**src/rtl/mem_if_pkg.sv**
```systemverilog
// ----------------------------------------------------------------------------
// mem_if_pkg
// Shared definitions for the mem_master slice:
//   - req_size / req_burst encodings
//   - beat-count lookup for a burst code (1/4/8/16)
//   - default START_ADDRESS and MEM_SIZE
//   - the mem_master FSM state enum
// No ports (package).
// ----------------------------------------------------------------------------
package mem_if_pkg;

  typedef enum logic [1:0] {
    SIZE_BYTE = 2'b00,
    SIZE_HALF = 2'b01,
    SIZE_WORD = 2'b10,
    SIZE_RSVD = 2'b11
  } size_e;

  typedef enum logic [1:0] {
    BURST_1  = 2'b00,
    BURST_4  = 2'b01,
    BURST_8  = 2'b10,
    BURST_16 = 2'b11
  } burst_e;

  typedef enum logic [2:0] {
    IDLE  = 3'd0,
    ISSUE = 3'd1,
    BEAT  = 3'd2,
    WRESP = 3'd3,
    ERR   = 3'd4
  } state_e;

  localparam logic [31:0] START_ADDRESS_DEF = 32'h8002_0000;
  localparam int          MEM_SIZE_DEF      = 1048578;

  // Number of load beats encoded by a burst code.
  function automatic logic [4:0] beat_count(input logic [1:0] burst);
    logic [4:0] n;
    case (burst)
      BURST_1:  n = 5'd1;
      BURST_4:  n = 5'd4;
      BURST_8:  n = 5'd8;
      BURST_16: n = 5'd16;
      default:  n = 5'd1;
    endcase
    return n;
  endfunction

endpackage

```
**src/rtl/mem_master_if.sv**
```systemverilog
// ----------------------------------------------------------------------------
// mem_master_if
// Bundles the request/response channel and the memory-side bus of mem_master.
// Parameters: ADDRESS_SIZE, DATA_SIZE.
// Modports:
//   master - the mem_master view: drives req_ready, rsp_*, mem_* (except
//            mem_d_out / mem_busy), samples req_* and memory read data.
//   slave  - the environment view (requester + memory), the reverse.
// ----------------------------------------------------------------------------
interface mem_master_if #(
  parameter int ADDRESS_SIZE = 32,
  parameter int DATA_SIZE    = 32
) ();

  // request / response channel
  logic                    req_valid;
  logic                    req_ready;
  logic                    req_wr;
  logic [ADDRESS_SIZE-1:0] req_addr;
  logic [DATA_SIZE-1:0]    req_wdata;
  logic [1:0]              req_size;
  logic                    req_unsigned;
  logic [1:0]              req_burst;
  logic                    rsp_valid;
  logic [DATA_SIZE-1:0]    rsp_rdata;
  logic                    rsp_last;
  logic                    rsp_err;

  // memory side
  logic [ADDRESS_SIZE-1:0] mem_addr;
  logic [DATA_SIZE-1:0]    mem_d_in;
  logic [DATA_SIZE-1:0]    mem_d_out;
  logic [1:0]              mem_acc_size;
  logic                    mem_wren;
  logic                    mem_enable;
  logic                    mem_byteOnly;
  logic                    mem_ubyte;
  logic                    mem_halfWord;
  logic                    mem_outputNop;
  logic                    mem_busy;

  modport master (
    input  req_valid, req_wr, req_addr, req_wdata, req_size, req_unsigned,
           req_burst, mem_d_out, mem_busy,
    output req_ready, rsp_valid, rsp_rdata, rsp_last, rsp_err,
           mem_addr, mem_d_in, mem_acc_size, mem_wren, mem_enable,
           mem_byteOnly, mem_ubyte, mem_halfWord, mem_outputNop
  );

  modport slave (
    output req_valid, req_wr, req_addr, req_wdata, req_size, req_unsigned,
           req_burst, mem_d_out, mem_busy,
    input  req_ready, rsp_valid, rsp_rdata, rsp_last, rsp_err,
           mem_addr, mem_d_in, mem_acc_size, mem_wren, mem_enable,
           mem_byteOnly, mem_ubyte, mem_halfWord, mem_outputNop
  );

endinterface

```
**src/rtl/mem_req_check.sv**
```systemverilog
// ----------------------------------------------------------------------------
// mem_req_check
// Purely combinational legality check of an incoming request.
// Ports:
//   addr  in  ADDRESS_SIZE  request byte address
//   wr    in  1             1 = store
//   size  in  2             access size code
//   burst in  2             burst code
//   err   out 1             request must be rejected
// Rejects: address below START_ADDRESS, span (beats*4 bytes) past the end of
// memory, reserved size code, stores with a burst code other than single.
// Optional: with MEM_MASTER_ALIGN_CHECK_EN defined, misaligned half/word
// accesses are rejected as well; otherwise they pass through unchanged.
// ----------------------------------------------------------------------------
module mem_req_check
  import mem_if_pkg::*;
#(
  parameter int                      ADDRESS_SIZE  = 32,
  parameter logic [ADDRESS_SIZE-1:0] START_ADDRESS = START_ADDRESS_DEF,
  parameter int                      MEM_SIZE      = MEM_SIZE_DEF
) (
  input  logic [ADDRESS_SIZE-1:0] addr,
  input  logic                    wr,
  input  logic [1:0]              size,
  input  logic [1:0]              burst,
  output logic                    err
);

  // One extra bit so offset + span can never wrap.
  localparam int                    AW1       = ADDRESS_SIZE + 1;
  localparam logic [ADDRESS_SIZE:0] START_EXT = {1'b0, START_ADDRESS};
  localparam logic [ADDRESS_SIZE:0] LIMIT     = AW1'(MEM_SIZE);

  logic [ADDRESS_SIZE:0] addr_ext_s;
  logic [ADDRESS_SIZE:0] end_off_s;
  logic                  below_s;
  logic                  over_s;
  logic                  size_bad_s;
  logic                  store_burst_s;
  logic                  misalign_s;

  // Range, size, burst and (optionally) alignment checks.
  always_comb begin
    addr_ext_s    = {1'b0, addr};
    below_s       = (addr_ext_s < START_EXT);
    // The span is always counted in 4-byte beats, whatever the access size.
    end_off_s     = (addr_ext_s - START_EXT) + AW1'({beat_count(burst), 2'b00});
    over_s        = (end_off_s > LIMIT);
    size_bad_s    = (size == SIZE_RSVD);
    store_burst_s = wr && (burst != BURST_1);
`ifdef MEM_MASTER_ALIGN_CHECK_EN
    misalign_s    = ((size == SIZE_HALF) && (addr[0] != 1'b0)) ||
                    ((size == SIZE_WORD) && (addr[1:0] != 2'b00));
`else
    misalign_s    = 1'b0;
`endif
    err = below_s || over_s || size_bad_s || store_burst_s || misalign_s;
  end

endmodule

```
**src/rtl/mem_master.sv**
```systemverilog
// ----------------------------------------------------------------------------
// mem_master
// Turns single load/store requests (and load bursts of 4/8/16 beats) into
// accesses on a registered-read memory and returns one response beat per
// load word, or a single completion/error pulse.
// Ports:
//   clk    in  1  clock, all state on the rising edge
//   rst_n  in  1  asynchronous active-low reset
//   bus    mem_master_if.master  request/response channel and memory bus
// Timing: acceptance edge E0 -> ISSUE (mem_enable) -> memory registers the
// first word at E1 -> first response beat visible after E1, sampled at E2.
// Error responses are visible right after E0 and never touch memory.
// Optional: MEM_MASTER_ALIGN_CHECK_EN enables misalignment rejection inside
// mem_req_check.
// ----------------------------------------------------------------------------
module mem_master
  import mem_if_pkg::*;
#(
  parameter int                      ADDRESS_SIZE  = 32,
  parameter int                      DATA_SIZE     = 32,
  parameter logic [ADDRESS_SIZE-1:0] START_ADDRESS = START_ADDRESS_DEF,
  parameter int                      MEM_SIZE      = MEM_SIZE_DEF
) (
  input  logic         clk,
  input  logic         rst_n,
  mem_master_if.master bus
);

  state_e state_r;
  state_e next_state_s;

  logic [3:0] beat_cnt_r;
  logic [3:0] beat_cnt_nx_s;
  logic [3:0] beat_last_r;
  logic [4:0] beats_s;
  logic       accept_s;
  logic       chk_err_s;

  logic req_ready_r,  req_ready_nx_s;
  logic rsp_valid_r,  rsp_valid_nx_s;
  logic rsp_last_r,   rsp_last_nx_s;
  logic rsp_err_r,    rsp_err_nx_s;
  logic rsp_beat_r,   rsp_beat_nx_s;
  logic mem_enable_r, mem_enable_nx_s;

  logic [ADDRESS_SIZE-1:0] mem_addr_r;
  logic [DATA_SIZE-1:0]    mem_d_in_r;
  logic [1:0]              mem_acc_size_r;
  logic                    mem_wren_r;
  logic                    mem_byte_only_r;
  logic                    mem_ubyte_r;
  logic                    mem_half_word_r;

  assign accept_s = bus.req_valid && req_ready_r;
  assign beats_s  = beat_count(bus.req_burst);

  mem_req_check #(
    .ADDRESS_SIZE (ADDRESS_SIZE),
    .START_ADDRESS(START_ADDRESS),
    .MEM_SIZE     (MEM_SIZE)
  ) u_check (
    .addr (bus.req_addr),
    .wr   (bus.req_wr),
    .size (bus.req_size),
    .burst(bus.req_burst),
    .err  (chk_err_s)
  );

  // State register and beat counter.
  always_ff @(posedge clk or negedge rst_n) begin
    if (!rst_n) begin
      state_r    <= IDLE;
      beat_cnt_r <= 4'd0;
    end else begin
      state_r    <= next_state_s;
      beat_cnt_r <= beat_cnt_nx_s;
    end
  end

  // Next-state and next beat-count logic.
  always_comb begin
    next_state_s  = state_r;
    beat_cnt_nx_s = 4'd0;
    case (state_r)
      IDLE: begin
        if (accept_s) begin
          next_state_s = chk_err_s ? ERR : ISSUE;
        end else begin
          next_state_s = IDLE;
        end
      end
      ISSUE: begin
        next_state_s = mem_wren_r ? WRESP : BEAT;
      end
      BEAT: begin
        if (beat_cnt_r == beat_last_r) begin
          next_state_s = IDLE;
        end else begin
          next_state_s  = BEAT;
          beat_cnt_nx_s = beat_cnt_r + 4'd1;
        end
      end
      WRESP:   next_state_s = IDLE;
      ERR:     next_state_s = IDLE;
      default: next_state_s = IDLE;
    endcase
  end

  // Output decode from the upcoming state, so every control output is a flop.
  always_comb begin
    req_ready_nx_s  = (next_state_s == IDLE);
    mem_enable_nx_s = (next_state_s == ISSUE);
    rsp_beat_nx_s   = (next_state_s == BEAT);
    rsp_err_nx_s    = (next_state_s == ERR);
    rsp_valid_nx_s  = 1'b0;
    rsp_last_nx_s   = 1'b0;
    case (next_state_s)
      BEAT: begin
        rsp_valid_nx_s = 1'b1;
        rsp_last_nx_s  = (beat_cnt_nx_s == beat_last_r);
      end
      WRESP, ERR: begin
        rsp_valid_nx_s = 1'b1;
        rsp_last_nx_s  = 1'b1;
      end
      default: begin
        rsp_valid_nx_s = 1'b0;
        rsp_last_nx_s  = 1'b0;
      end
    endcase
  end

  // Output registers; req_ready stays low through reset and rises one edge later.
  always_ff @(posedge clk or negedge rst_n) begin
    if (!rst_n) begin
      req_ready_r  <= 1'b0;
      rsp_valid_r  <= 1'b0;
      rsp_last_r   <= 1'b0;
      rsp_err_r    <= 1'b0;
      rsp_beat_r   <= 1'b0;
      mem_enable_r <= 1'b0;
    end else begin
      req_ready_r  <= req_ready_nx_s;
      rsp_valid_r  <= rsp_valid_nx_s;
      rsp_last_r   <= rsp_last_nx_s;
      rsp_err_r    <= rsp_err_nx_s;
      rsp_beat_r   <= rsp_beat_nx_s;
      mem_enable_r <= mem_enable_nx_s;
    end
  end

  // Request capture at acceptance; held until the next accepted request.
  always_ff @(posedge clk or negedge rst_n) begin
    if (!rst_n) begin
      mem_addr_r      <= '0;
      mem_d_in_r      <= '0;
      mem_acc_size_r  <= 2'b00;
      mem_wren_r      <= 1'b0;
      mem_byte_only_r <= 1'b0;
      mem_ubyte_r     <= 1'b0;
      mem_half_word_r <= 1'b0;
      beat_last_r     <= 4'd0;
    end else if (accept_s) begin
      mem_addr_r      <= bus.req_addr;
      mem_d_in_r      <= bus.req_wdata;
      mem_acc_size_r  <= bus.req_burst;
      mem_wren_r      <= bus.req_wr;
      mem_byte_only_r <= (bus.req_size == SIZE_BYTE);
      mem_half_word_r <= (bus.req_size == SIZE_HALF);
      mem_ubyte_r     <= bus.req_unsigned && (bus.req_size == SIZE_BYTE) && !bus.req_wr;
      // 16 beats encodes as 5'b10000; the 4-bit wrap gives 15 as required.
      beat_last_r     <= beats_s[3:0] - 4'd1;
    end else begin
      mem_addr_r      <= mem_addr_r;
      mem_d_in_r      <= mem_d_in_r;
      mem_acc_size_r  <= mem_acc_size_r;
      mem_wren_r      <= mem_wren_r;
      mem_byte_only_r <= mem_byte_only_r;
      mem_ubyte_r     <= mem_ubyte_r;
      mem_half_word_r <= mem_half_word_r;
      beat_last_r     <= beat_last_r;
    end
  end

  assign bus.req_ready     = req_ready_r;
  assign bus.rsp_valid     = rsp_valid_r;
  assign bus.rsp_last      = rsp_last_r;
  assign bus.rsp_err       = rsp_err_r;
  // Memory data is already registered by the memory; pass it through only on beats.
  assign bus.rsp_rdata     = rsp_beat_r ? bus.mem_d_out : '0;
  assign bus.mem_addr      = mem_addr_r;
  assign bus.mem_d_in      = mem_d_in_r;
  assign bus.mem_acc_size  = mem_acc_size_r;
  assign bus.mem_wren      = mem_wren_r;
  assign bus.mem_enable    = mem_enable_r;
  assign bus.mem_byteOnly  = mem_byte_only_r;
  assign bus.mem_ubyte     = mem_ubyte_r;
  assign bus.mem_halfWord  = mem_half_word_r;
  assign bus.mem_outputNop = 1'b0;

endmodule

```
**src/flat_wrapper.sv**
```systemverilog
// flat-port wrapper written by rule: the top's interface ports become plain ports
module mem_master_flat import mem_if_pkg::*;
#(
  parameter int                      ADDRESS_SIZE  = 32,
  parameter int                      DATA_SIZE     = 32,
  parameter logic [ADDRESS_SIZE-1:0] START_ADDRESS = START_ADDRESS_DEF,
  parameter int                      MEM_SIZE      = MEM_SIZE_DEF
)
  (clk, rst_n, bus_req_valid, bus_req_wr, bus_req_addr, bus_req_wdata, bus_req_size, bus_req_unsigned, bus_req_burst, bus_mem_d_out, bus_mem_busy, bus_req_ready, bus_rsp_valid, bus_rsp_rdata, bus_rsp_last, bus_rsp_err, bus_mem_addr, bus_mem_d_in, bus_mem_acc_size, bus_mem_wren, bus_mem_enable, bus_mem_byteOnly, bus_mem_ubyte, bus_mem_halfWord, bus_mem_outputNop);
  mem_master_if #(.ADDRESS_SIZE(ADDRESS_SIZE), .DATA_SIZE(DATA_SIZE)) bus_i ();
  input  logic clk;
  input  logic rst_n;
  input wire logic [$bits(bus_i.req_valid)-1:0] bus_req_valid;
  input wire logic [$bits(bus_i.req_wr)-1:0] bus_req_wr;
  input wire logic [$bits(bus_i.req_addr)-1:0] bus_req_addr;
  input wire logic [$bits(bus_i.req_wdata)-1:0] bus_req_wdata;
  input wire logic [$bits(bus_i.req_size)-1:0] bus_req_size;
  input wire logic [$bits(bus_i.req_unsigned)-1:0] bus_req_unsigned;
  input wire logic [$bits(bus_i.req_burst)-1:0] bus_req_burst;
  input wire logic [$bits(bus_i.mem_d_out)-1:0] bus_mem_d_out;
  input wire logic [$bits(bus_i.mem_busy)-1:0] bus_mem_busy;
  output wire logic [$bits(bus_i.req_ready)-1:0] bus_req_ready;
  output wire logic [$bits(bus_i.rsp_valid)-1:0] bus_rsp_valid;
  output wire logic [$bits(bus_i.rsp_rdata)-1:0] bus_rsp_rdata;
  output wire logic [$bits(bus_i.rsp_last)-1:0] bus_rsp_last;
  output wire logic [$bits(bus_i.rsp_err)-1:0] bus_rsp_err;
  output wire logic [$bits(bus_i.mem_addr)-1:0] bus_mem_addr;
  output wire logic [$bits(bus_i.mem_d_in)-1:0] bus_mem_d_in;
  output wire logic [$bits(bus_i.mem_acc_size)-1:0] bus_mem_acc_size;
  output wire logic [$bits(bus_i.mem_wren)-1:0] bus_mem_wren;
  output wire logic [$bits(bus_i.mem_enable)-1:0] bus_mem_enable;
  output wire logic [$bits(bus_i.mem_byteOnly)-1:0] bus_mem_byteOnly;
  output wire logic [$bits(bus_i.mem_ubyte)-1:0] bus_mem_ubyte;
  output wire logic [$bits(bus_i.mem_halfWord)-1:0] bus_mem_halfWord;
  output wire logic [$bits(bus_i.mem_outputNop)-1:0] bus_mem_outputNop;
  assign bus_i.req_valid = bus_req_valid;
  assign bus_i.req_wr = bus_req_wr;
  assign bus_i.req_addr = bus_req_addr;
  assign bus_i.req_wdata = bus_req_wdata;
  assign bus_i.req_size = bus_req_size;
  assign bus_i.req_unsigned = bus_req_unsigned;
  assign bus_i.req_burst = bus_req_burst;
  assign bus_i.mem_d_out = bus_mem_d_out;
  assign bus_i.mem_busy = bus_mem_busy;
  assign bus_req_ready = bus_i.req_ready;
  assign bus_rsp_valid = bus_i.rsp_valid;
  assign bus_rsp_rdata = bus_i.rsp_rdata;
  assign bus_rsp_last = bus_i.rsp_last;
  assign bus_rsp_err = bus_i.rsp_err;
  assign bus_mem_addr = bus_i.mem_addr;
  assign bus_mem_d_in = bus_i.mem_d_in;
  assign bus_mem_acc_size = bus_i.mem_acc_size;
  assign bus_mem_wren = bus_i.mem_wren;
  assign bus_mem_enable = bus_i.mem_enable;
  assign bus_mem_byteOnly = bus_i.mem_byteOnly;
  assign bus_mem_ubyte = bus_i.mem_ubyte;
  assign bus_mem_halfWord = bus_i.mem_halfWord;
  assign bus_mem_outputNop = bus_i.mem_outputNop;
  mem_master #(.ADDRESS_SIZE(ADDRESS_SIZE), .DATA_SIZE(DATA_SIZE), .START_ADDRESS(START_ADDRESS), .MEM_SIZE(MEM_SIZE)) u_core (.clk(clk), .rst_n(rst_n), .bus(bus_i));
endmodule
```
**config.mk**
```make
export PLATFORM = sky130hd
export DESIGN_NAME = mem_master_flat
export DESIGN_NICKNAME = d
export VERILOG_FILES = /design/src/rtl/mem_if_pkg.sv /design/src/rtl/mem_master_if.sv /design/src/rtl/mem_req_check.sv /design/src/rtl/mem_master.sv /design/src/flat_wrapper.sv
export SDC_FILE = /design/constraint.sdc
export NUM_CORES = 1
export LEC_CHECK = 0
export ABC_CLOCK_PERIOD_IN_PS = 2540
export CAP_MARGIN = 20
export CORE_ASPECT_RATIO = 0.5
export CORE_UTILIZATION = 33
export CTS_CLUSTER_SIZE = 30
export DETAILED_ROUTE_END_ITERATION = 10
export PLACE_DENSITY_LB_ADDON = 0.05
export SLEW_MARGIN = 40
export SYNTH_ARGS = -nofsm -noshare
export SYNTH_HDL_FRONTEND = slang
export SYNTH_SLANG_ARGS = --single-unit
```
**constraint.sdc**
```tcl
create_clock -name clk -period 2.54 [get_ports clk]
set_clock_uncertainty 0.2 [all_clocks]
set_input_delay 0.381 -clock clk [delete_from_list [all_inputs] [get_ports clk]]
set_output_delay 0.381 -clock clk [all_outputs]
set_load 0.02 [all_outputs]
```
### After elaboration in Yosys (flattened, before gate mapping)

Cells that the tools add are included.

* add/subtract/negate cells: 4
* order comparisons: 2
* equal/unequal tests: 13
* mux-type cells: 11
* reduce and logical (&&, ||, !) cells: 15

Operators with widths (count)
* 33-bit by 7-bit adder with 33-bit output: 1
* 33-bit by 21-bit > comparator with 1-bit output (second input constant): 1
* 32-bit by 32-bit subtractor with 33-bit output (second input constant): 1
* 32-bit < comparator (second input constant): 1
* 32-bit two-way mux: 1
* 5-bit one-hot mux with 4 select lines: 1
* 3-bit by 2-bit == test with 1-bit output (second input constant): 3
* 3-bit one-hot mux with 3 select lines: 1
* 4-bit == test: 2
* 4-bit two-way mux: 2
* 2-bit == test (second input constant): 3
* 3-bit by 1-bit == test with 1-bit output (second input constant): 2
* 3-bit logical NOT: 2
* 3-bit two-way mux: 2
* 4-bit by 1-bit adder with 4-bit output (second input constant): 1
* 2-bit by 1-bit == test with 1-bit output (second input constant): 2
* 1-bit logical AND: 4
* 2-bit logical NOT: 2
* 4-bit by 1-bit subtractor with 4-bit output (second input constant): 1
* 3-bit == test (second input constant): 1
* 1-bit logical OR: 3
* 3-bit OR reduction: 1
* 1-bit two-way mux: 2
* 2-bit two-way mux: 1
* 4 further kinds: 4

* register bits after elaboration: 87
* bits of input ports: 106
* output and inout bits: 108
* logic and storage cells: 61

### Logic depth before layout (Yosys ltp)

Gate-level depths: netlist of run 1.

* word-level depth: 13
* mapped depth: 10
* depth with buffers taken out: 10

### Modules after synthesis

Synthesis of run 1 repeated with hierarchy kept, for this count alone.

* cell total of the unflattened synthesis: 372
* area total of the unflattened synthesis: 4334.2 um^2

Modules (own cells, without submodules)
* mem_master: times used 1, cells an instance 256, area each 3520.9 um^2, seq. area each 2152.1 um^2
* mem_req_check: times used 1, cells an instance 116, area each 813.3 um^2, seq. area each 0.0 um^2

### Least setup slack after synthesis of run 1

Ideal clock, no wire load.

* kind: in2reg
* from: input port bus_req_burst[1]
* to: register u_core.rsp_valid_r (netlist: u_core.bus.rsp_valid)
* library setup time: 0.145 ns
* arrival time: 2.962 ns
* required time: 2.195 ns
* path slack: -0.768 ns
* stages: 9
* path buffers: 0
* path through: nor2b_1 -> ha_1 -> or3_4 -> o22a_4 -> a311o_1 -> a32o_1 -> or4_4 -> a2111oi_4 -> o21ai_0

* longest elaborated chain between the ends: 13
* elaborated cells on any way between the ends: 20
* those cells by class: add/sub: 1; order compare: 1; eq/ne: 6; mux: 5; reduce/logical: 7

RTL lines
* from (decl): line flat_wrapper.sv:19 `input wire logic [$bits(bus_i.req_burst)-1:0] bus_req_burst;`
* 2-bit == test, or another cell as far along: line mem_if_pkg.sv:40 `case (burst)`
* 5-bit one-hot mux with 4 select lines
* 33-bit by 7-bit adder with 33-bit output: line mem_req_check.sv:47 `end_off_s = (addr_ext_s - START_EXT) + AW1'({beat_count(burst), 2'b00});`
* 33-bit by 21-bit > comparator with 1-bit output: line mem_req_check.sv:48 `over_s = (end_off_s > LIMIT);`
* 1-bit logical OR (2 in series): line mem_req_check.sv:57 `err = below_s || over_s || size_bad_s || store_burst_s || misalign_s;`
* 1-bit logical OR *: line mem_req_check.sv:57
* 3-bit two-way mux *: line mem_master.sv:87 `next_state_s = chk_err_s ? ERR : ISSUE;`
* 3-bit two-way mux *: line mem_master.sv:86 `if (accept_s) begin`
* 3-bit one-hot mux with 3 select lines *: line mem_master.sv:84 `case (state_r)`
* 3-bit by 2-bit == test with 1-bit output / 3-bit == test (equally long branches): line mem_master.sv:117 `case (next_state_s)`
* 3-bit OR reduction (no line) *
* 1-bit two-way mux *: line mem_master.sv:117
* named net u_core.rsp_valid_nx_s: line mem_master.sv:40 `logic rsp_valid_r, rsp_valid_nx_s;`
* to (signal assigned): line mem_master.sv:144 `rsp_valid_r <= rsp_valid_nx_s;`
* to (decl): line mem_master.sv:40

The timed path passes the listed nets; every way through them passes the cells marked *. The select of a mux whose other input is x is not followed.
A chain may end at the register's enable or synchronous reset.

### Final worst setup path of run 1

* from: input port bus_req_burst[0]
* to: register u_core.mem_enable_r (netlist: u_core.bus.mem_enable)

* longest elaborated chain between the ends: 11
* elaborated cells on any way between the ends: 16
* those cells by class: add/sub: 1; order compare: 1; eq/ne: 4; mux: 4; reduce/logical: 6

RTL lines
* 2-bit == test, or another cell as far along: line mem_if_pkg.sv:40
* 5-bit one-hot mux with 4 select lines
* 33-bit by 7-bit adder with 33-bit output: line mem_req_check.sv:47
* 33-bit by 21-bit > comparator with 1-bit output: line mem_req_check.sv:48
* 1-bit logical OR (2 in series): line mem_req_check.sv:57
* 1-bit logical OR *: line mem_req_check.sv:57
* 3-bit two-way mux *: line mem_master.sv:87
* 3-bit two-way mux *: line mem_master.sv:86
* 3-bit one-hot mux with 3 select lines *: line mem_master.sv:84
* 3-bit by 1-bit == test with 1-bit output *: line mem_master.sv:112 `mem_enable_nx_s = (next_state_s == ISSUE);`
* named net u_core.mem_enable_nx_s: line mem_master.sv:44 `logic mem_enable_r, mem_enable_nx_s;`
* to (signal assigned): line mem_master.sv:148 `mem_enable_r <= mem_enable_nx_s;`
* to (decl): line mem_master.sv:44

Marked as above.

==> impl_metrics.yaml, run 1 <==
synthesis:
  syn_area_per_cell_um2: 11.48
  ys_seq_area_frac: 0.4974
  ys_types: 58
  async_reset_ff_frac: 1.000
  synth_seq_cells: 86
  yosysWarningCount: 0
  synth-edff-count: 0
  syn_nets: 489
  syn_area_um2: 4327
  syn_inst: 377
  synthFlopType: "dfrtp_1"
sta:
  fin_tns_setup_ns: -2.292
  tightest_slew_ns: 0.6216
  slew_viol_final: 0
  rsz0062_at_grt: "true"
  clock.fmax_mhz: 340.1
  fin_crit_sh: 1.158
  final_hold_viol_count: 0
  min_period_ns: 2.940
  slew_headroom: 0.5856
  fin_ws_ns: -0.4001
  setup_violations: 6
place:
  port_buffers: 211
  dp_cells: 806
  place_area_um2: 7116
  dp_hpwl_mm: 9.743
  dp_slack_ns: -1.242
  place_congestion: 0.8859
setup_path:
  critPathRequiredTime_ns: 2.62
  crit_path_cell_trace: "buf_12 > nor2b_4 > ha_4 > or3_4 > o22a_4 > a311o_1 > a32o_2 > or4_4 > a2111oi_4 > buf_4 > and2_4"
  end_kind: "register"
  cp_max_fo: 6
  critPathArrivalTime_ns: 3.02
  critPathLaunchType: "input pin"
  slowest_stage: "or4_4"
  max_stage_delay_ns: 0.54
  path_class: "in2reg"
run:
  cap_violations: 0
power:
  power.total_uw: 4261
  power_density_nw_per_um2: 558.0
  leakage_uw: 0.003187
  ir_drop_mv: 0.3569
drt:
  ant_nets: 0
  vias: 3966
  first_pass_iters: 4
  drt_iter0_markers: 130
  drc: 0
  wl_per_cell_um: 15.69
  via_per_inst: 4.801
  wl_mm: 12.96
floorplanning:
  coreArea_um2: 12740
  die_area_um2: 13600
  die_w_um: 163.9
  initial_core_util: 0.3397
  die_h_um: 82.97
  ios: 214
  rows: 29
cts:
  clkLatencyLatePin_ns: 0.34
  cts.clk_slew.worst_paths_ns: 0.07
  cts_buffers: 9
  clockBufferDepth: 2
  cts_tree: "built"
  cts_max_level: 3
  clkSinkCount: 86
  root_buffer: "clkbuf_16"
final_layout:
  antennaDiodeCount: 0
  fin_nets: 763
  layout.cells.non_filler: 826
  syn2layout_area_growth_pct: 76.52
  fin_area_um2: 7637
  layout_common_cells: "198 x clkdlybuf4s50_1, 86 x dfrtp_1, 68 x buf_4"
  drive_above_1_share: 0.2973
  final_common_cell: "clkdlybuf4s50_1"
outcome:
  status: "finished, violations left"
  violations: "negative setup slack"
global_route:
  overflow: 0
  grt_pass1_vias: 4154
  antenna_found_initial: 0
  grt_pass1_wl_mm: 21.02
  grt_usage: 0.1958
  grt_max_degree: 54
worst_hold_path:
  hp-class: "in2reg"
==> final cells by class <==
class / count / area, um^2
tap: 170 / 212.7
inverter: 4 / 15.01
fill: 1113 / 5099
multi-input combinational: 269 / 2293
clock inverter: 7 / 55.05
sequential: 86 / 2152
clock buffer: 9 / 225.2
timing repair buffer: 281 / 2684
==> through the flow <==
step	hold slack, ns	util
finish	0.2265	0.5997
global route	0.2192	0.5997
CTS	0.2100	0.5944
detailed placement	0.2391	0.5587
global placement	0.2384	0.5587
floorplan	-0.1146	-
==> cell usage after synthesis, types with 3 or more instances <==
cell type,count,area (um^2)
nand2_1,18,67.56
xor2_1,6,52.55
xnor2_1,4,35.03
or3_1,3,18.77
dfrtp_1,86,2152
ha_1,6,75.07
buf_1,6,22.52
clkbuf_1,7,26.28
or4_1,5,37.54
nand3_1,11,55.05
a21oi_1,4,20.02
a211oi_1,6,45.04
nand2b_1,3,18.77
nor2_1,18,67.56
and3_1,5,31.28
o21ai_0,10,50.05
nor4_1,5,31.28
nor2b_1,3,18.77
and2_1,38,237.7
nor3_1,7,35.03
nand4_1,4,25.02
mux2_2,66,743.2
nor3b_1,3,22.52
buf_4,3,22.52
inv_1,4,15.01
==> where the power goes <==
| part | switching [uW] | leakage (uW) | total, uW | internal (uW) |
|---|---|---|---|---|
| clock network | 584 | 0.000139 | 1260 | 677 |
| logic | 594 | 0.00202 | 1330 | 739 |
| registers | 102 | 0.00103 | 1670 | 1570 |
==> logic make-up after synthesis <==
| family | after synthesis | synth area share |
|---|---|---|
| multiplexers | 68 | 0.1764 |
| flip-flops | 86 | 0.4974 |
| AND/OR/NAND/NOR | 134 | 0.1758 |
| adder cells (fa/ha/maj) | 7 | 0.01966 |
| buffers and inverters | 22 | 0.02227 |
| XOR/XNOR | 10 | 0.02024 |
| AO/OA/AOI/OAI | 49 | 0.08734 |
| other | 1 | 0.0008667 |
==> final timing paths <==
kind                                              endpoint                       start  depth (start not counted)  slack, ns
worst max-delay path                 u_core.bus.mem_enable            bus_req_burst[0]                         11      -0.40
worst min-delay path                u_core.bus.mem_addr[4]             bus_req_addr[4]                          2       0.23
worst max register to register         u_core.bus.rsp_last        u_core.beat_cnt_r[0]                          7       0.43
worst min register to register  u_core.bus.mem_acc_size[1]  u_core.bus.mem_acc_size[1]                          2       0.28
max in group asynchronous       u_core.bus.mem_acc_size[1]                       rst_n                          3       1.14
min in group asynchronous          u_core.bus.mem_addr[14]                       rst_n                          2       0.40
==> what timing repair did <==
action | in CTS | in global routing
endpoints found under the setup margin | 6 | 6
pin swaps | 17 | 10
hold buffers | 1 | 0
setup buffers | 3 | 0
endpoints found under the hold margin | 42 | 0
cloned | 0 | 0
gates resized for setup | 55 | 14
==> registers in the layout, indices dropped and copies added (netlist names), 2 cells and up <==
register and cells:
u_core.beat_cnt_r 4, u_core.beat_last_r 3, u_core.bus.mem_acc_size 2, u_core.bus.mem_addr 32, u_core.bus.mem_d_in 32, u_core.state_r 3
==> metal layers <==
metal,global-route usage,up-vias,part of all wire
li1,-,1922,-
met1,0.2542,1897,0.45
met2,0.3182,139,0.45
met3,0.06843,8,0.092
met4,0.03283,0,0.0050
met5,0,-,0
==> critical path: cells and delay by family <==
family	cells	cell delay, ns
AOI/OAI and AO/OA	4	0.99
adders and majority gates	1	0.15
buffers and inverters	2	0.30
and+or+nand+nor	4	1.20
Power figures use the tool's default switching activity.
==> run 2: changes to the inputs <==
Settings changed: CORE_UTILIZATION 33 to 41.
==> run 2 against run 1 <==
The flow still finishes with violations (negative setup slack). Sequential share of layout area is 0.44 points higher. Worst setup slack better by 0.035 ns. Via count is 0.76% higher. Global-route usage is 4.6 points higher. Clock-buffer cell count is 1 higher. Cell area is 1.5% lower. Final cell count is 3.6% lower. Die area is 19% lower. Combinational power hardly changed. Critical path type unchanged.
==> impl_metrics.yaml, run 2 (synthesis results as in run 1) <==
cts:
  cts_buffers: 9
  cts_tree: "built"
  cts.clk_slew.worst_paths_ns: 0.06
  clockBufferDepth: 2
  clkLatencyLatePin_ns: 0.34
  root_buffer: "clkbuf_16"
  cts_max_level: 3
  clkSinkCount: 86
final_layout:
  syn2layout_area_growth_pct: 73.80
  drive_above_1_share: 0.2805
  seq_area_um2: 2152
  layout_common_cells: "203 x clkdlybuf4s50_1, 86 x dfrtp_1, 68 x buf_4"
  antennaDiodeCount: 0
  post-route-util: 0.7362
  final_common_cell: "clkdlybuf4s50_1"
  layout.cells.non_filler: 796
  nFillCells: 763
  fin_nets: 763
  multiInputGateArea_um2: 2202
floorplanning:
  die_h_um: 74.64
  ios: 214
  die_area_um2: 10990
  initial_core_util: 0.4236
  die_w_um: 147.3
  rows: 26
  coreArea_um2: 10210
setup_path:
  critPathRequiredTime_ns: 2.62
  rr_endpoint: "u_core.bus.rsp_last"
  r2r_cells: 7
  cp_num_buf_inv: 2
  crit_top_cell: "and2_4"
  critPathArrivalTime_ns: 2.99
  max_stage_delay_ns: 0.52
  reg2reg_slack_ns: 0.38
  cp_max_fo: 6
  cp_num_cells: 11
  crit_end: "u_core.bus.mem_enable"
  end_kind: "register"
  critPathLaunchType: "input pin"
  slowest_stage: "or4_4"
  crit_path_cell_trace: "buf_8 > and2_4 > ha_4 > or3_4 > o22a_4 > a311o_1 > a32o_1 > or4_4 > a2111oi_4 > buf_4 > and2_4"
  r2r_start: "u_core.beat_cnt_r[0]"
  crit_family: "simple AND/OR/NAND/NOR gates"
  startpoint: "bus_req_burst[1]"
  path_class: "in2reg"
place:
  place_congestion: 0.8646
  port_buffers: 211
  dp_hpwl_mm: 10.15
  dp_cells: 775
drt:
  drc: 0
  wl_mm: 13.22
  ant_nets: 0
  wl_met2_mm: 5.948
  routed.top_layer: "met4"
  via_per_inst: 5.020
  met1_length_mm: 5.921
  wl_met3_mm: 1.165
  first_pass_iters: 4
  wl_per_cell_um: 16.61
  drt_iter0_markers: 184
  vias: 3996
sta:
  slew_viol_final: 0
  min_period_ns: 2.905
  setup_violations: 6
  fin_ws_ns: -0.3654
  final_hold_viol_count: 0
  clock.fmax_mhz: 344.2
  slew_headroom: 0.6661
  rsz0062_at_grt: "true"
  fin_crit_sh: 1.144
  tightest_slew_ns: 0.5008
  fin_tns_setup_ns: -2.106
power:
  p_switching_uw: 1270
  sequentialPowerShare: 0.382
  power_density_nw_per_um2: 581.2
  p_sw_frac: 0.2906
  leakage_uw: 0.003142
  ir_drop_mv: 0.4051
  clkPwrFrac: 0.318
  combPwrFrac: 0.301
  internal_power_uw: 3100
global_route:
  grt_pass1_wl_mm: 20.37
  overflow: 0
  grt_usage: 0.2422
  grt_max_degree: 55
  antenna_found_initial: 0
  grt_pass1_vias: 3926
outcome:
  violations: "negative setup slack"
  status: "finished, violations left"
worst_hold_path:
  hp-class: "in2reg"
  hp-start: "bus_req_addr[6]"
run:
  cap_violations: 0
-- run 2: cell count changes in the layout (fill, tap and decap cells not counted), moves of 3 or more --
cell / before / now
clkdlybuf4s50_1: 198 / 203
nand3_2: 3 / 0
dlygate4sd2_1: 5 / 1
nand3_1: 8 / 11
-- run 2: cell type report --
cell class,instances,area share
Timing Repair Buffer,281,0.3541
Multi-Input combinational cell,269,0.2928
Sequential cell,86,0.2862
Clock buffer,10,0.03178
Tap cell,140,0.02329
Clock inverter,6,0.009817
Inverter,4,0.001997
-- run 2: timing repair --
| action | in CTS | in global routing |
|---|---|---|
| pin swaps | 10 | 6 |
| endpoints found under the hold margin | 36 | 0 |
| buffers inserted | 2 | 2 |
| gates resized for setup | 36 | 11 |
| hold buffers | 1 | 0 |
| setup endpoints to repair | 6 | 6 |
| gates cloned | 0 | 0 |
-- run 2: worst register-to-register path, stage by stage, from the launching register on --
cell	delay [ns]
dfrtp_1	0.43
o21ba_2	0.23
o41ai_1	0.42
buf_4	0.20
a21boi_0	0.23
a21oi_1	0.07
a31oi_1	0.18
o21ai_1	0.09
-- run 2: per-stage QoR --
| step | area (um^2) | worst slack (ns) | hold slack, ns | power [uW] |
|---|---|---|---|---|
| 2_1_floorplan | 4347 | -0.6058 | -0.1146 | 2248 |
| 3_3_place_gp | 7071 | -1.211 | 0.1803 | 2970 |
| 3_5_place_dp | 7071 | -1.288 | 0.1837 | 2990 |
| 4_1_cts | 7470 | -0.3979 | 0.1677 | 4405 |
| 5_1_grt | 7520 | -0.4328 | 0.1356 | 4565 |
| 6_report | 7520 | -0.3654 | 0.1371 | 4370 |
-- run 2: metal layers --
layer	global-route usage	vias up
li1	-	1927
met2	0.3836	154
met3	0.09394	17
met4	0.06415	0
met5	0	-
met1	0.3152	1898
-- run 2: how the worst min path moves through the flow --
stage          slack (ns)                 endpoint  cells past startpoint
2_1_floorplan       -0.11     u_core.beat_cnt_r[0]                      0
3_3_place_gp         0.18   u_core.bus.mem_addr[1]                      1
3_5_place_dp         0.18  u_core.bus.mem_addr[10]                      1
4_1_cts              0.17    u_core.beat_last_r[1]                      3
5_1_grt              0.14   u_core.bus.mem_addr[6]                      2
6_report             0.14   u_core.bus.mem_addr[6]                      2
-- run 2: power groups by stage --
| stage | Combinational, uW | Sequential [uW] | Clock (uW) |
|---|---|---|---|
| floorplan | 326 | 1920 | 0 |
| global placement | 1280 | 1690 | 0 |
| detailed placement | 1290 | 1700 | 0 |
| CTS | 1310 | 1670 | 1420 |
| global route | 1400 | 1700 | 1470 |
| finish | 1310 | 1670 | 1390 |
==> run 3: changes to the inputs <==
Settings changed: RECOVER_POWER from default to 25, SKIP_LAST_GASP from default to 1.
==> run 3 against run 2 <==
The flow still finishes with violations (negative setup slack). Critical endpoint unchanged. Die area is the same. Largest cell class unchanged. Maximum frequency is essentially flat. Sequential share of layout area grew 0.14 points. Highest routed layer unchanged.
==> impl_metrics.yaml, run 3 (synthesis results as in run 1) <==
outcome:
  status: "finished, violations left"
  violations: "negative setup slack"
setup_path:
  critPathLaunchType: "input pin"
  startpoint: "bus_req_burst[1]"
  critPathRequiredTime_ns: 2.62
  critPathArrivalTime_ns: 2.99
  path_class: "in2reg"
  crit_top_cell: "and2_4"
  slowest_stage: "or4_4"
  rr_endpoint: "u_core.bus.mem_addr[13]"
  r2r_start: "u_core.bus.req_ready"
  crit_path_cell_trace: "buf_8 > and2_4 > ha_4 > or3_4 > o22a_4 > a311o_1 > a32o_1 > or4_4 > a2111oi_4 > buf_4 > and2_4"
  end_kind: "register"
  reg2reg_slack_ns: 0.37
  cp_max_fo: 6
  r2r_cells: 3
  max_stage_delay_ns: 0.52
  crit_end: "u_core.bus.mem_enable"
place:
  port_buffers: 211
  dp_cells: 775
  dp_hpwl_mm: 10.15
  dp_slack_ns: -1.288
  place_congestion: 0.8646
  place_area_um2: 7071
power:
  power.total_uw: 4361
  power_density_nw_per_um2: 582.9
  combPwrFrac: 0.299
  internal_power_uw: 3093
  clkPwrFrac: 0.319
  ir_drop_mv: 0.4050
  sequentialPowerShare: 0.382
  leakage_uw: 0.003122
  p_switching_uw: 1269
  p_sw_frac: 0.2909
cts:
  clkSinkCount: 86
  cts.clk_slew.worst_paths_ns: 0.06
  root_buffer: "clkbuf_16"
  cts_tree: "built"
  cts_max_level: 3
  clkLatencyLatePin_ns: 0.34
  clockBufferDepth: 2
  cts_buffers: 9
sta:
  fin_crit_sh: 1.144
  tightest_slew_ns: 1.264
  min_period_ns: 2.906
  fin_ws_ns: -0.3662
  rsz0062_at_grt: "true"
  slew_viol_final: 0
  setup_violations: 6
  slew_headroom: 0.1575
  final_hold_viol_count: 0
  clock.fmax_mhz: 344.1
final_layout:
  final_common_cell: "clkdlybuf4s50_1"
  syn2layout_area_growth_pct: 72.93
  nFillCells: 772
  layout.cells.non_filler: 796
  post-route-util: 0.7325
  antennaDiodeCount: 0
  fin_nets: 763
  layout_common_cells: "202 x clkdlybuf4s50_1, 86 x dfrtp_1, 66 x mux2_2"
  fin_area_um2: 7482
  drive_above_1_share: 0.2774
floorplanning:
  rows: 26
  die_h_um: 74.64
  die_w_um: 147.3
  ios: 214
  coreArea_um2: 10210
  die_area_um2: 10990
  initial_core_util: 0.4236
drt:
  wl_mm: 13.22
  ant_nets: 0
  vias: 3972
  first_pass_iters: 4
  via_per_inst: 4.990
  wl_per_cell_um: 16.61
  drc: 0
  drt_iter0_markers: 194
global_route:
  grt_usage: 0.2422
  antenna_found_initial: 0
  grt_pass1_vias: 3926
  grt_pass1_wl_mm: 20.37
  overflow: 0
  grt_max_degree: 55
run:
  cap_violations: 0
worst_hold_path:
  hp-class: "in2reg"
  holdPathStages: 2
run 3: worst min path at each step:
stage / from / end / slack, ns
6_report: bus_req_addr[6] / u_core.bus.mem_addr[6] / 0.14
5_1_grt: bus_req_addr[6] / u_core.bus.mem_addr[6] / 0.14
4_1_cts: bus_req_burst[1] / u_core.beat_last_r[1] / 0.17
3_5_place_dp: rst_n / u_core.bus.mem_addr[10] / 0.18
3_3_place_gp: rst_n / u_core.bus.mem_addr[1] / 0.18
2_1_floorplan: rst_n / u_core.beat_cnt_r[0] / -0.11
run 3: power groups by stage:
| stage | combinational, uW | clock (uW) | sequential, uW |
|---|---|---|---|
| finish | 1300 | 1390 | 1670 |
| global placement | 1280 | 0 | 1690 |
| detailed placement | 1290 | 0 | 1700 |
| CTS | 1310 | 1420 | 1670 |
| floorplan | 326 | 0 | 1920 |
| global route | 1390 | 1470 | 1700 |
run 3: stage by stage:
step	TNS, ns	hold WS, ns
floorplan	-3.529	-0.1146
global placement	-7.148	0.1803
detailed placement	-7.639	0.1837
CTS	-2.316	0.1677
global route	-2.540	0.1356
finish	-2.114	0.1374
run 3: timing repair:
item	4_1_cts	5_1_grt
endpoints found under the setup margin	6	6
hold endpoints to repair	36	0
resized for setup	36	11
setup buffers	2	2
pin swaps	10	6
hold buffers	1	0
run 3: layer usage:
metal / part of all wire / vias to the layer above / wire length, um / track usage
li1: - / 1924 / - / -
met3: 0.089 / 17 / 1178 / 0.09394
met2: 0.45 / 152 / 6004 / 0.3836
met1: 0.44 / 1879 / 5849 / 0.3152
met5: 0 / - / 0 / 0
met4: 0.014 / 0 / 188 / 0.06415
run 3: area by class of cell:
type                            count  area (um^2)  share of cell area
Sequential cell                    86         2152              0.2876
Timing Repair Buffer              281         2625              0.3508
Inverter                            4        15.01            0.002007
Tap cell                          140        175.2             0.02341
Clock buffer                       10        239.0             0.03194
Multi-Input combinational cell    269         2202              0.2943
Clock inverter                      6        73.82            0.009866
run 3: worst max-delay path, delay by kind of cell:
family / cells / cell delay, ns
adder cells (fa/ha/maj): 1 / 0.15
AO/OA/AOI/OAI: 4 / 0.95
AND/OR/NAND/NOR: 4 / 1.20
buffers and inverters: 2 / 0.30
